$ cat config.mk
export PLATFORM = sky130hd
export DESIGN_NAME = decode_pipe
export DESIGN_NICKNAME = d
export VERILOG_FILES = /design/src/rtl/decode_pipe.sv
export SDC_FILE = /design/constraint.sdc
export NUM_CORES = 1
export LEC_CHECK = 0
export ABC_CLOCK_PERIOD_IN_PS = 2800
export BUFFER_PORTS_ARGS = -buffer_cell sky130_fd_sc_hd__clkbuf_2
export CAP_MARGIN = 30
export CORE_MARGIN = 2
export CORE_UTILIZATION = 54
export DETAILED_ROUTE_END_ITERATION = 10
export PLACE_DENSITY_LB_ADDON = 0.08
export SKIP_CTS_REPAIR_TIMING = 1
export SLEW_MARGIN = 30
export SYNTH_ARGS = -nofsm -noshare
export SYNTH_HDL_FRONTEND = slang
export SYNTH_SLANG_ARGS = --single-unit
$ cat constraint.sdc
create_clock -name clk -period 2.8 [get_ports clk]
set_clock_uncertainty 0.2 [all_clocks]
set_input_delay 0.42 -clock clk [delete_from_list [all_inputs] [get_ports clk]]
set_output_delay 0.42 -clock clk [all_outputs]
set_load 0.01 [all_outputs]
$ cat src/rtl/decode_pipe.sv
// decode_pipe: single-cycle instruction decoder feeding an in-order output FIFO.
// Each accepted instruction is decoded, checked for privileged-register access
// and queued; out_* always reflect the FIFO head.
// Optional feature: define DECODE_SCOREBOARD_EN to add a 16-entry pending-write
// scoreboard that stalls in_ready on read/write hazards. Without it, wb_valid and
// wb_addr are ignored and there is never a hazard.
module decode_pipe #(
  parameter int          OUT_DEPTH = 2,
  parameter int          PC_W      = 32,
  parameter logic [15:0] PRIV_MASK = 16'hC000
) (
  input  logic            clk,
  input  logic            rst,
  input  logic            in_valid,
  output logic            in_ready,
  input  logic [26:0]     in_instr,
  input  logic [PC_W-1:0] in_pc,
  input  logic            in_priv,
  input  logic            flush,
  input  logic            wb_valid,
  input  logic [3:0]      wb_addr,
  output logic            out_valid,
  input  logic            out_ready,
  output logic [PC_W-1:0] out_pc,
  output logic [3:0]      out_ra_a,
  output logic [3:0]      out_ra_b,
  output logic [3:0]      out_ra_m,
  output logic [3:0]      out_ra_d,
  output logic [20:0]     out_upper_imm,
  output logic [10:0]     out_lower_imm,
  output logic [6:0]      out_ctl,
  output logic [3:0]      out_aluop,
  output logic            out_fault
);

  // Pointers are sized for the largest legal depth (4).
  localparam int PTR_W = 2;
  localparam int CNT_W = 3;

  typedef struct packed {
    logic [PC_W-1:0] pc;
    logic [3:0]      ra_a;
    logic [3:0]      ra_b;
    logic [3:0]      ra_m;
    logic [3:0]      ra_d;
    logic [20:0]     upper_imm;
    logic [10:0]     lower_imm;
    logic [6:0]      ctl;
    logic [3:0]      aluop;
    logic            fault;
  } entry_t;

  entry_t     dec;
  logic [1:0] dec_base;
  logic [1:0] dec_sub;
  logic       dec_upper;
  logic       dec_mfmt;
  logic [3:0] dec_func;
  logic       dec_use_imm;
  logic       dec_is_mem;
  logic       hazard;
  logic       push;
  logic       pop;

  // Register n counts as privileged only if nonzero and its mask bit is set.
  function automatic logic is_priv_reg(input logic [3:0] r);
    return (r != 4'd0) && PRIV_MASK[r];
  endfunction

  // Decode the offered instruction combinationally.
  always_comb begin
    dec_base    = in_instr[22:21];
    dec_sub     = {in_instr[20], in_instr[11]};
    dec_upper   = |dec_base;
    dec_mfmt    = ~dec_upper & (dec_sub == 2'b11);
    dec_func    = dec_mfmt ? in_instr[26:23] : in_instr[19:16];
    dec_use_imm = dec_upper | dec_func[3];
    dec_is_mem  = ~dec_upper & dec_sub[1] & dec_func[2] & (dec_func[1:0] != 2'b11);
    dec.pc        = in_pc;
    dec.ra_d      = dec_mfmt ? 4'd0 : in_instr[26:23];
    dec.ra_m      = dec_mfmt ? in_instr[19:16] : 4'd0;
    dec.ra_a      = dec_upper ? 4'd0 : in_instr[15:12];
    dec.ra_b      = dec_use_imm ? 4'd0 : in_instr[3:0];
    dec.upper_imm = in_instr[20:0];
    dec.lower_imm = in_instr[10:0];
    dec.ctl       = {dec_base[1], dec_base[0], dec_upper, dec_use_imm, dec_is_mem,
                     dec_is_mem & dec_mfmt,
                     (dec_base == 2'b01) |
                     ((dec_base == 2'b00) & (dec_sub == 2'b10) & (dec_func[2:0] == 3'b111))};
    dec.aluop     = dec_upper ? 4'd0 : {dec_sub[1], dec_func[2:0]};
    dec.fault     = ~in_priv & (is_priv_reg(dec.ra_a) | is_priv_reg(dec.ra_b) |
                                is_priv_reg(dec.ra_m) | is_priv_reg(dec.ra_d));
  end

  // Output FIFO state.
  logic [CNT_W-1:0] count_q, count_d;
  logic [PTR_W-1:0] head_q, head_d, tail_q, tail_d;
  entry_t           mem_q [OUT_DEPTH];
  entry_t           mem_d [OUT_DEPTH];
  entry_t           head;

  function automatic logic [PTR_W-1:0] ptr_inc(input logic [PTR_W-1:0] p);
    return (p == PTR_W'(OUT_DEPTH - 1)) ? '0 : p + 1'b1;
  endfunction

  assign out_valid = ~rst & (count_q != '0);
  assign pop       = out_valid & out_ready;
  assign in_ready  = ~rst & ~flush & ~hazard & ((count_q != CNT_W'(OUT_DEPTH)) | pop);
  assign push      = in_valid & in_ready;

  // Outputs read as zero whenever no bundle is presented.
  assign head          = out_valid ? mem_q[head_q] : '0;
  assign out_pc        = head.pc;
  assign out_ra_a      = head.ra_a;
  assign out_ra_b      = head.ra_b;
  assign out_ra_m      = head.ra_m;
  assign out_ra_d      = head.ra_d;
  assign out_upper_imm = head.upper_imm;
  assign out_lower_imm = head.lower_imm;
  assign out_ctl       = head.ctl;
  assign out_aluop     = head.aluop;
  assign out_fault     = head.fault;

  // Next FIFO state: flush empties everything and overrides push/pop.
  always_comb begin
    mem_d   = mem_q;
    head_d  = head_q;
    tail_d  = tail_q;
    count_d = count_q;
    if (flush) begin
      head_d  = '0;
      tail_d  = '0;
      count_d = '0;
    end else begin
      if (push) begin
        mem_d[tail_q] = dec;
        tail_d        = ptr_inc(tail_q);
      end
      if (pop) begin
        head_d = ptr_inc(head_q);
      end
      count_d = count_q + CNT_W'(push) - CNT_W'(pop);
    end
  end

  // FIFO registers.
  always_ff @(posedge clk) begin
    if (rst) begin
      head_q  <= '0;
      tail_q  <= '0;
      count_q <= '0;
      for (int i = 0; i < OUT_DEPTH; i++) begin
        mem_q[i] <= '0;
      end
    end else begin
      head_q  <= head_d;
      tail_q  <= tail_d;
      count_q <= count_d;
      mem_q   <= mem_d;
    end
  end

`ifdef DECODE_SCOREBOARD_EN
  logic [15:0]          pending_q, pending_d;
  logic [15:0]          wb_clr;
  logic [15:0]          pend_eff;
  logic [OUT_DEPTH-1:0] ent_valid;

  // A slot is live when its distance from the head is below the count.
  for (genvar gi = 0; gi < OUT_DEPTH; gi++) begin : g_ent
    logic [CNT_W-1:0] off;
    assign off = (PTR_W'(gi) >= head_q) ? {1'b0, PTR_W'(gi) - head_q}
                                        : CNT_W'(gi) + CNT_W'(OUT_DEPTH) - {1'b0, head_q};
    assign ent_valid[gi] = off < count_q;
  end

  // A writeback in the same cycle already counts as cleared for hazard purposes.
  assign wb_clr   = wb_valid ? (16'd1 << wb_addr) : 16'd0;
  assign pend_eff = pending_q & ~wb_clr;
  assign hazard   = ((dec.ra_a != 4'd0) & pend_eff[dec.ra_a]) |
                    ((dec.ra_b != 4'd0) & pend_eff[dec.ra_b]) |
                    ((dec.ra_m != 4'd0) & pend_eff[dec.ra_m]) |
                    ((dec.ra_d != 4'd0) & pend_eff[dec.ra_d]);

  // Pending bits: clears first, then the new destination so a same-cycle set wins.
  always_comb begin
    pending_d = pending_q & ~wb_clr;
    if (flush) begin
      for (int i = 0; i < OUT_DEPTH; i++) begin
        if (ent_valid[i] && !mem_q[i].fault) begin
          pending_d[mem_q[i].ra_d] = 1'b0;
        end
      end
    end else if (push && !dec.fault && (dec.ra_d != 4'd0)) begin
      pending_d[dec.ra_d] = 1'b1;
    end
  end

  // Scoreboard register.
  always_ff @(posedge clk) begin
    if (rst) begin
      pending_q <= '0;
    end else begin
      pending_q <= pending_d;
    end
  end
`else
  logic unused_wb;
  assign unused_wb = &{1'b0, wb_valid, wb_addr};
  assign hazard    = 1'b0;
`endif

endmodule

# --- Word-level counts from Yosys, hierarchy flattened ---
# Memories as Yosys holds them, arrays and structs flattened.
# Cells that the tools add are included.
word_totals:
  mem_bits_rw: 0
  memories: 4
  in_bits: 70
  mem_bits_ro: 64
  wordCells: 104
  latchBits: 0
  output_inout_bits: 94
  register_bits: 191
mem_list:
  columns: ["memory", "depth", "width", "rd", "rd_ports_with_merged_regs", "write_ports", "line", "rtl"]
  rows:
  - ["(name not given)", 16, 1, 1, 0, 0, "67", "return (r != 4'd0) && PRIV_MASK[r];"]
  - ["(name not given)", 16, 1, 1, 0, 0, "67", null]
  - ["(name not given)", 16, 1, 1, 0, 0, "67", null]
  - ["(name not given)", 16, 1, 1, 0, 0, "67", null]
classes:
  n_lt_le_gt_ge: 7
  reduce_logical: 14
  n_shift: 0
  n_eq_ne: 8
  div: 0
  n_bitwise: 25
  n_addsub: 4
  mul: 0
  n_mux: 19
op_table:
  columns: ["operator", "n"]
  rows:
  - ["92-bit 2-to-1 mux", 5]
  - ["184-bit bitwise mux", 1]
  - ["92-bit demux with 1-bit select", 1]
  - ["4-bit 2-to-1 mux", 6]
  - ["4-bit by 5-bit less-than comparator with 1-bit output, second input constant", 4]
  - ["4-bit nonzero test", 4]
  - ["1-bit AND", 13]
  - ["2-bit by 1-bit == test with 1-bit output, second input constant", 3]
  - ["3-bit by 2-bit greater-or-equal comparator with 1-bit output, second input constant", 2]
  - ["2-bit NOT with 3-bit output", 2]
  - ["1-bit bitwise OR", 6]
  - ["1-bit logical AND", 5]
  - ["2-bit by 1-bit adder with 2-bit output, second input constant", 2]
  - ["2-bit == test, second input constant", 2]
  - ["1-bit 2-to-1 mux", 4]
  - ["2-bit 2-to-1 mux", 2]
  - ["1-bit NOT", 4]
  - ["2-bit OR reduction", 2]
  - ["3-bit by 1-bit adder with 3-bit output", 1]
  - ["3-bit == test, second input constant", 1]
  - ["3-bit by 1-bit less-than comparator with 1-bit output, second input constant", 1]
  - ["3-bit by 2-bit != test with 1-bit output, second input constant", 1]
  - ["3-bit nonzero test", 1]
  - ["3-bit by 1-bit subtractor with 3-bit output", 1]
  - ["other kinds (3)", 3]

# --- Depth between registers and ports, before layout ---
# Gate-level depths: netlist of the first run.
depth:
  depth_word: 14
  depth_mapped: 9

# --- Worst setup path after synthesis of the first run ---
# No wires, ideal clock.
synth_timing:
  path_type: "input to register"
  startpoint: "in out_ready"
  endpoint: "reg count_q[2]"
  slack_ns: 0.338
  required_ns: 2.485
  arrival_time_ns: 2.147
  path_stages: 8
  path_cell_list: "or4b_1 -> buf_2 -> and3_1 -> ha_1 -> fa_1 -> xnor2_1 -> xnor2_1 -> nor2_1"
synth_between:
  elab_chain_len: 6
synth_lines:
  columns: ["item", "line", "rtl"]
  rows:
  - ["from (decl)", "23", "input logic out_ready,"]
  - ["1-bit AND (*)", "107", "assign pop = out_valid & out_ready;"]
  - ["1-bit bitwise OR", "108", "assign in_ready = ~rst & ~flush & ~hazard & ((count_q != CNT_W'(OUT_DEPTH)) | pop);"]
  - ["1-bit AND", "108", null]
  - ["1-bit AND", "109", "assign push = in_valid & in_ready;"]
  - ["3-bit by 1-bit adder with 3-bit output", "142", "count_d = count_q + CNT_W'(push) - CNT_W'(pop);"]
  - ["3-bit by 1-bit subtractor with 3-bit output (*)", "142", null]
  - ["to (signal assigned)", "158", "count_q <= count_d;"]
  - ["to (decl)", "96", "logic [CNT_W-1:0] count_q, count_d;"]
# Every way passes the cells marked *; elsewhere a longest branch is shown, timed or not.
# A chain may end at the register's enable or synchronous reset.

# --- Final worst setup path of the first run ---
layout_timing:
  startpoint: "reg count_q[1]"
  endpoint: "out out_ra_a[3]"
layout_between:
  elab_chain_len: 3
layout_lines:
  columns: ["item", "line", "rtl"]
  rows:
  - ["3-bit nonzero test", "106", "assign out_valid = ~rst & (count_q != '0);"]
  - ["1-bit AND", "106", null]
  - ["92-bit 2-to-1 mux", "112", "assign head = out_valid ? mem_q[head_q] : '0;"]
  - ["to (decl)", "25", "output logic [3:0] out_ra_a,"]
# Every way passes these cells.

==> impl_metrics.tcl, run 1 <==
set metrics [dict create \
    outcome "complete, no violations" \
    cap_violations 0 \
    hold_violations 0 \
    period_share 0.943 \
    floorplan_core_area_um2 13300 \
    irDropWorstVdd_mv 0.354 \
    dr.pass1.iters 5 \
    syn-num-nets 1024 \
    postLayoutCellArea_um2 8860 \
    timing.max_slew.rel_slack 0.549 \
    instances_no_fill 1247 \
    cell_area_after_synthesis_um2 7430 \
    grt_pass1_vias 6272 \
    static-leakage-power_nw 3.09 \
    htree_num_levels 4 \
    cell_internal_pwr_mw 3.86 \
    numClockSinks 168 \
    synthFlopType "sky130_fd_sc_hd__dfxtp_1" \
    antenna_found_initial 0 \
    post_detailed_placement_cell_area_um2 8260 \
    register_to_register_setup_slack_ns 0.39 \
    tritoncts_clock_tree "built" \
    path_category_of_the_worst_min_delay_check "in2reg" \
    endpoint_kind "output port" \
    die-width_um 121 \
    drive_above_1_share 0.204 \
    ys_async_sr_fraction 0 \
    cts.clk_slew.worst_paths_ns 0.06 \
    switchingPower_mw 1.10 \
    maximum_operating_frequency_mhz 379 \
    clock_power_share 0.444 \
    synth-edff-count 0 \
    die_y_um 121 \
    max_slew.worst_pin.slew_ns 0.676 \
    drt-vias-per-instance 5.35 \
    rows 42 \
    grt_use_total 0.265 \
    clk-insertion-delay-late_ns 0.42 \
    final.min_clock_period_ns 2.64 \
    netlist_instances 951 \
    buffer_ports.inserted 158 \
    yosys.cell_count.top_type "sky130_fd_sc_hd__nand2_1" \
    sw_frac_of_total 0.221 \
    tritoncts.num_buffers 17 \
    global_route.overflow_total 0 \
    dp_cells 1216 \
    start_util 0.557 \
    dp_hpwl_um 11900 \
    synth_seq_area_share 0.453 \
    fin_setup_tns_ns 0 \
    rsz_0062_raised_after_global_routing "false" \
    boundaryPins 164 \
    routed_wire_length_per_instance_um 15.4 \
    timing_max_transition_violations_final 0 \
    endpoint_arrival_time_on_the_critical_path_ns 2.02 \
    post-synth-top-area-cell "sky130_fd_sc_hd__dfxtp_1" \
    timing.critical_path.from_type "flip-flop" \
    powerDensity_nw_per_um2 560 \
    maximum_number_of_pins_on_one_net_before_global_route_repair 81 \
    sequentialPowerShare 0.493 \
    yosys_register_bits 168 \
    setup_violations 0 \
    antenna_cells 0 \
    dr.first_iter.drc_count 507 \
    via_count 6672 \
    synthDistinctLibCells 38 \
    leading_cell_types_by_total_area_after_synthesis "sky130_fd_sc_hd__dfxtp_1, sky130_fd_sc_hd__nand2_1, sky130_fd_sc_hd__mux2i_1" \
    netlist.area_leader.share 0.453 \
    multi_input_area_um2 3640 \
    power.share.combinational 0.063 \
    grt_pass1_wl_um 30900 \
    synth.cells.most_frequent "sky130_fd_sc_hd__nand2_1, sky130_fd_sc_hd__dfxtp_1, sky130_fd_sc_hd__a21oi_1, sky130_fd_sc_hd__nor2_1, sky130_fd_sc_hd__mux2i_1" \
    type_of_the_worst_setup_path "reg2out" \
    final_net_count 1134 \
    area.growth.synth_to_final_pct 19.2 \
    area.sequential_um2 3370 \
    cts_max_path_buffers 2 \
    fillers 1243 \
    worst-path-max-fanout 35 \
    finalWeightedCongestion 0.770 \
    route.antenna.remaining_nets 0 \
    ys.warnings.count 0 \
    fp.dieArea_um2 14700 \
    drc_errors 0 \
    synth_area_per_cell_um2 7.81 \
    cp.required_ns 2.18 \
    cell_at_the_root_of_the_clock_tree "sky130_fd_sc_hd__clkbuf_16" \
    postRouteWirelength_um 19200 \
]
==> cells by family (layout without fill, tap and decap cells) <==
family                     after synthesis  count (layout)  synth area share
muxes                                   84              84             0.113
AOI/OAI and AO/OA                      169             169             0.122
and+or+nand+nor                        430             430             0.241
buffers and inverters                   93             213            0.0606
adders and majority gates                3               3           0.00606
xor gates and xnor gates                 4               4           0.00471
DFF                                    168             168             0.453
==> worst max-delay path: stages (launching register included) <==
cell                       delay [ns]
sky130_fd_sc_hd__dfxtp_1         0.35
sky130_fd_sc_hd__nor3_1          0.28
sky130_fd_sc_hd__or2_4           0.45
sky130_fd_sc_hd__buf_12          0.28
sky130_fd_sc_hd__nor2_1          0.10
sky130_fd_sc_hd__clkbuf_2        0.14
==> placed cells by master (no fill, tap or decap), types with 5 or more instances in the layout <==
cell / netlist / layout
sky130_fd_sc_hd__nor2_1: 91 / 91
sky130_fd_sc_hd__nand3_1: 39 / 39
sky130_fd_sc_hd__inv_1: 5 / 5
sky130_fd_sc_hd__buf_4: 11 / 14
sky130_fd_sc_hd__mux2i_1: 82 / 82
sky130_fd_sc_hd__buf_12: 0 / 7
sky130_fd_sc_hd__nand3b_1: 8 / 8
sky130_fd_sc_hd__a21oi_1: 153 / 153
sky130_fd_sc_hd__clkbuf_16: 0 / 17
sky130_fd_sc_hd__clkbuf_8: 0 / 5
sky130_fd_sc_hd__clkbuf_2: 0 / 157
sky130_fd_sc_hd__nand2_1: 270 / 270
sky130_fd_sc_hd__dfxtp_1: 168 / 167
==> sequential cells by signal (all words and copies together), names as in the netlist <==
register  cells
count_q       3
head_q        1
mem_q       162
tail_q        2
==> path summary, 6_finish.rpt <==
check                                from                 endpoint  cells past startpoint
setup reg to reg    count_q[1]$_SDFF_PP0_    count_q[2]$_SDFF_PP0_                      7
hold / removal                  in_pc[25]  mem_q[177]$_SDFFE_PP0P_                      3
hold reg to reg   mem_q[118]$_SDFFE_PP0P_  mem_q[118]$_SDFFE_PP0P_                      2
setup / recovery    count_q[1]$_SDFF_PP0_              out_ra_a[3]                      5
==> layout make-up <==
class | count | share of cell area
Inverter | 5 | 0.00212
Multi-Input combinational cell | 690 | 0.411
Sequential cell | 168 | 0.380
Timing Repair Buffer | 179 | 0.120
Clock inverter | 3 | 0.00452
Clock buffer | 26 | 0.0575
Tap cell | 176 | 0.0249
==> power groups by stage <==
stage,sequential (mW),clock (mW),combinational (mW)
after CTS,2.45,2.22,0.309
after global placement,2.50,0,0.305
after floorplan,2.49,0,0.178
after detailed placement,2.50,0,0.307
after global routing,2.45,2.33,0.344
final,2.45,2.20,0.313
==> through the flow <==
| stage | util | hold WS (ns) | setup slack [ns] | power, mW |
|---|---|---|---|---|
| 2_1_floorplan | - | 0.226 | 0.338 | 2.67 |
| 3_3_place_gp | 0.619 | 0.239 | 0.217 | 2.80 |
| 3_5_place_dp | 0.619 | 0.236 | 0.190 | 2.81 |
| 4_1_cts | 0.660 | 0.0216 | 0.149 | 4.97 |
| 5_1_grt | 0.663 | 0.0237 | 0.0654 | 5.13 |
| 6_report | 0.663 | 0.0330 | 0.161 | 4.96 |
==> layer usage <==
layer	global-route usage	wire length, um	share of wire	vias to the layer above
met3	0.0484	1040	0.054	19
met5	0	0	0	-
met2	0.436	9250	0.48	201
met4	0.0805	257	0.013	0
met1	0.355	8670	0.45	3100
li1	-	-	-	3352
No activity file was read; power rests on OpenSTA's default activity.
==> run 2, diff against run 1 <==
--- a/config.mk
+++ b/config.mk
@@ -5,11 +5,12 @@
 export SDC_FILE = /design/constraint.sdc
 export NUM_CORES = 1
 export LEC_CHECK = 0
+export ABC_AREA = 1
 export ABC_CLOCK_PERIOD_IN_PS = 2800
 export BUFFER_PORTS_ARGS = -buffer_cell sky130_fd_sc_hd__clkbuf_2
 export CAP_MARGIN = 30
 export CORE_MARGIN = 2
-export CORE_UTILIZATION = 54
+export CORE_UTILIZATION = 56
 export DETAILED_ROUTE_END_ITERATION = 10
 export PLACE_DENSITY_LB_ADDON = 0.08
 export SKIP_CTS_REPAIR_TIMING = 1
==> run 2 against run 1 <==
Net effect:
- worst setup slack improved by 0.16 ns
- cell count increased by 40%
- final area increased by 12%
- total power increased by 4.7%
- critical endpoint is now out_upper_imm[8]
==> impl_metrics.tcl, run 2 <==
set metrics [dict create \
    maximum_operating_frequency_mhz 403 \
    maximum_number_of_pins_on_one_net_before_global_route_repair 163 \
    ys.warnings.count 0 \
    drc_errors 0 \
    fin_setup_tns_ns 0 \
    post-synth-top-area-cell "sky130_fd_sc_hd__dfxtp_1" \
    rsz_0062_raised_after_global_routing "false" \
    route.antenna.remaining_nets 0 \
    clk-insertion-delay-late_ns 0.42 \
    mostFrequentLayoutCell "sky130_fd_sc_hd__nor2_1" \
    drive_above_1_share 0.135 \
    static-leakage-power_nw 5.61 \
    grt_pass1_wl_um 31800 \
    boundaryPins 164 \
    die_y_um 127 \
    numClockSinks 168 \
    setup_violations 0 \
    dr.pass1.iters 5 \
    final_cell_mix "sky130_fd_sc_hd__nor2_1, sky130_fd_sc_hd__nand2_1, sky130_fd_sc_hd__inv_1" \
    finalWeightedCongestion 0.809 \
    final.min_clock_period_ns 2.48 \
    critical_path.slowest_cell "sky130_fd_sc_hd__dfxtp_4" \
    netlist_instances 1445 \
    die-width_um 127 \
    fillers 1493 \
    synthFlopType "sky130_fd_sc_hd__dfxtp_1" \
    timing.critical_path.from_type "flip-flop" \
    grt_pass1_vias 7051 \
    register_to_register_setup_slack_ns 0.45 \
    grt_use_total 0.238 \
    htree_num_levels 4 \
    tritoncts_clock_tree "built" \
    leading_cell_types_by_total_area_after_synthesis "sky130_fd_sc_hd__dfxtp_1, sky130_fd_sc_hd__nor2_1, sky130_fd_sc_hd__nand2_1" \
    worst_path_most_repeated_cell "sky130_fd_sc_hd__nor2_1" \
    synth_seq_area_share 0.396 \
    global_route.overflow_total 0 \
    timing_max_transition_violations_final 0 \
    antenna_cells 0 \
    period_share 0.885 \
    max_slew.worst_pin.slew_ns 0.730 \
    yosys.cell_count.top_type "sky130_fd_sc_hd__nor2_1" \
    cts.clk_slew.worst_paths_ns 0.06 \
    largest_register_ff_count 162 \
    buffer_ports.inserted 158 \
    antenna_found_initial 0 \
    drt-vias-per-instance 4.61 \
    rows 45 \
    type_of_the_worst_setup_path "reg2out" \
    endpoint_kind "output port" \
    endpoint_arrival_time_on_the_critical_path_ns 1.86 \
    cp_cell_instances "buf_12, nor2_1, a21oi_1, nor2_1, clkbuf_2" \
    tritoncts.num_buffers 17 \
    yosys_register_bits 168 \
    largestRegisters "mem_q: 162 flops, count_q: 3 flops, tail_q: 2 flops" \
    hold_violations 0 \
    cp.required_ns 2.18 \
    setup_ws_ns 0.321 \
    finalHoldWorstSlack_ns 0.0362 \
    synth.cells.most_frequent "sky130_fd_sc_hd__nor2_1, sky130_fd_sc_hd__nand2_1, sky130_fd_sc_hd__inv_1, sky130_fd_sc_hd__dfxtp_1, sky130_fd_sc_hd__a21oi_1" \
    final_core_util 0.658 \
    cap_violations 0 \
    via_count 8047 \
    dr.first_iter.drc_count 536 \
    cell_area_after_synthesis_um2 8500 \
    max_stage_delay_ns 0.56 \
    final_net_count 1619 \
    fp.dieArea_um2 16200 \
    netlist.area_leader.share 0.396 \
    largest_register "mem_q" \
    synthDistinctLibCells 23 \
    cts_max_path_buffers 2 \
    start_util 0.565 \
    area.growth.synth_to_final_pct 16.4 \
    worst-path-max-fanout 88 \
    cell_at_the_root_of_the_clock_tree "sky130_fd_sc_hd__clkbuf_16" \
    irDropWorstVdd_mv 0.409 \
    outcome "complete, no violations" \
    synth_area_per_cell_um2 5.88 \
    powerDensity_nw_per_um2 525 \
    dp_hpwl_um 12100 \
    report.power.total_mw 5.19 \
    synth-edff-count 0 \
    placement.setup.worst_slack_ns 0.357 \
    floorplan_core_area_um2 15000 \
    routed_wire_length_per_instance_um 10.9 \
    syn-num-nets 1518 \
    ys_async_sr_fraction 0 \
    postRouteWirelength_um 19000 \
    timing.max_slew.rel_slack 0.513 \
    path_category_of_the_worst_min_delay_check "in2reg" \
]
## run 2: cell types whose count changed after synthesis, sizes merged, moves of 10 or more
cell and delta:
nor2 +405, inv +221, mux2i -82, a21oi -66, nand2 +66, nand3 -33, o21ai +23, clkbuf +12
buf -10
## run 2: metrics by stage
| step | area [um2] | instances |
|---|---|---|
| after global routing | 9900 | 1746 |
| final | 9900 | 1746 |
| after global placement | 9330 | 1715 |
| after detailed placement | 9330 | 1715 |
| after CTS | 9900 | 1746 |
| after floorplan | 8500 | 1445 |
## run 2: cell type report
type                       count  area [um2]  share of cell area
multi-input combinational    961        3860               0.390
inverter                     226         851              0.0860
clock buffer                  19         433              0.0437
timing repair buffer         172        1020               0.103
sequential                   168        3370               0.340
clock inverter                12         130              0.0131
tap                          188         235              0.0238
## run 2: final timing paths
check                       endpoint                    from  cells after the start
min reg2reg   tail_q[1]$_SDFFE_PP0N_  tail_q[1]$_SDFFE_PP0N_                      1
max reg2reg   mem_q[94]$_SDFFE_PP0P_   count_q[1]$_SDFF_PP0_                      8
min          mem_q[167]$_SDFFE_PP0P_               in_pc[15]                      3
max                 out_upper_imm[8]  head_q[0]$_SDFFE_PP0P_                      5
## run 2: where the power goes
part / internal [mW] / switching, mW
Combinational: 0.160 / 0.302
Clock: 1.30 / 0.949
Sequential: 2.46 / 0.0189
Total: 3.92 / 1.27
## run 2: critical path: cells and delay by family, from the launching register on
kind	cells	cell delay (ns)
flip-flops	1	0.56
buffers and inverters	2	0.52
AND/OR/NAND/NOR	2	0.16
AO/OA/AOI/OAI	1	0.16
## run 2: logic make-up after synthesis
kind of cell | count (synthesis) | share of synthesized area
AO/OA/AOI/OAI | 112 | 0.0660
buffers and inverters | 316 | 0.153
flip-flops | 168 | 0.396
adder cells (fa/ha/maj) | 3 | 0.00530
AND/OR/NAND/NOR | 846 | 0.380
## run 2: per-layer routing
metal | track usage | vias to the layer above | routed length (um)
met4 | 0.0737 | 0 | 254
met5 | 0 | - | 0
li1 | - | 4386 | -
met1 | 0.296 | 3495 | 9050
met3 | 0.0503 | 19 | 875
met2 | 0.414 | 147 | 8850
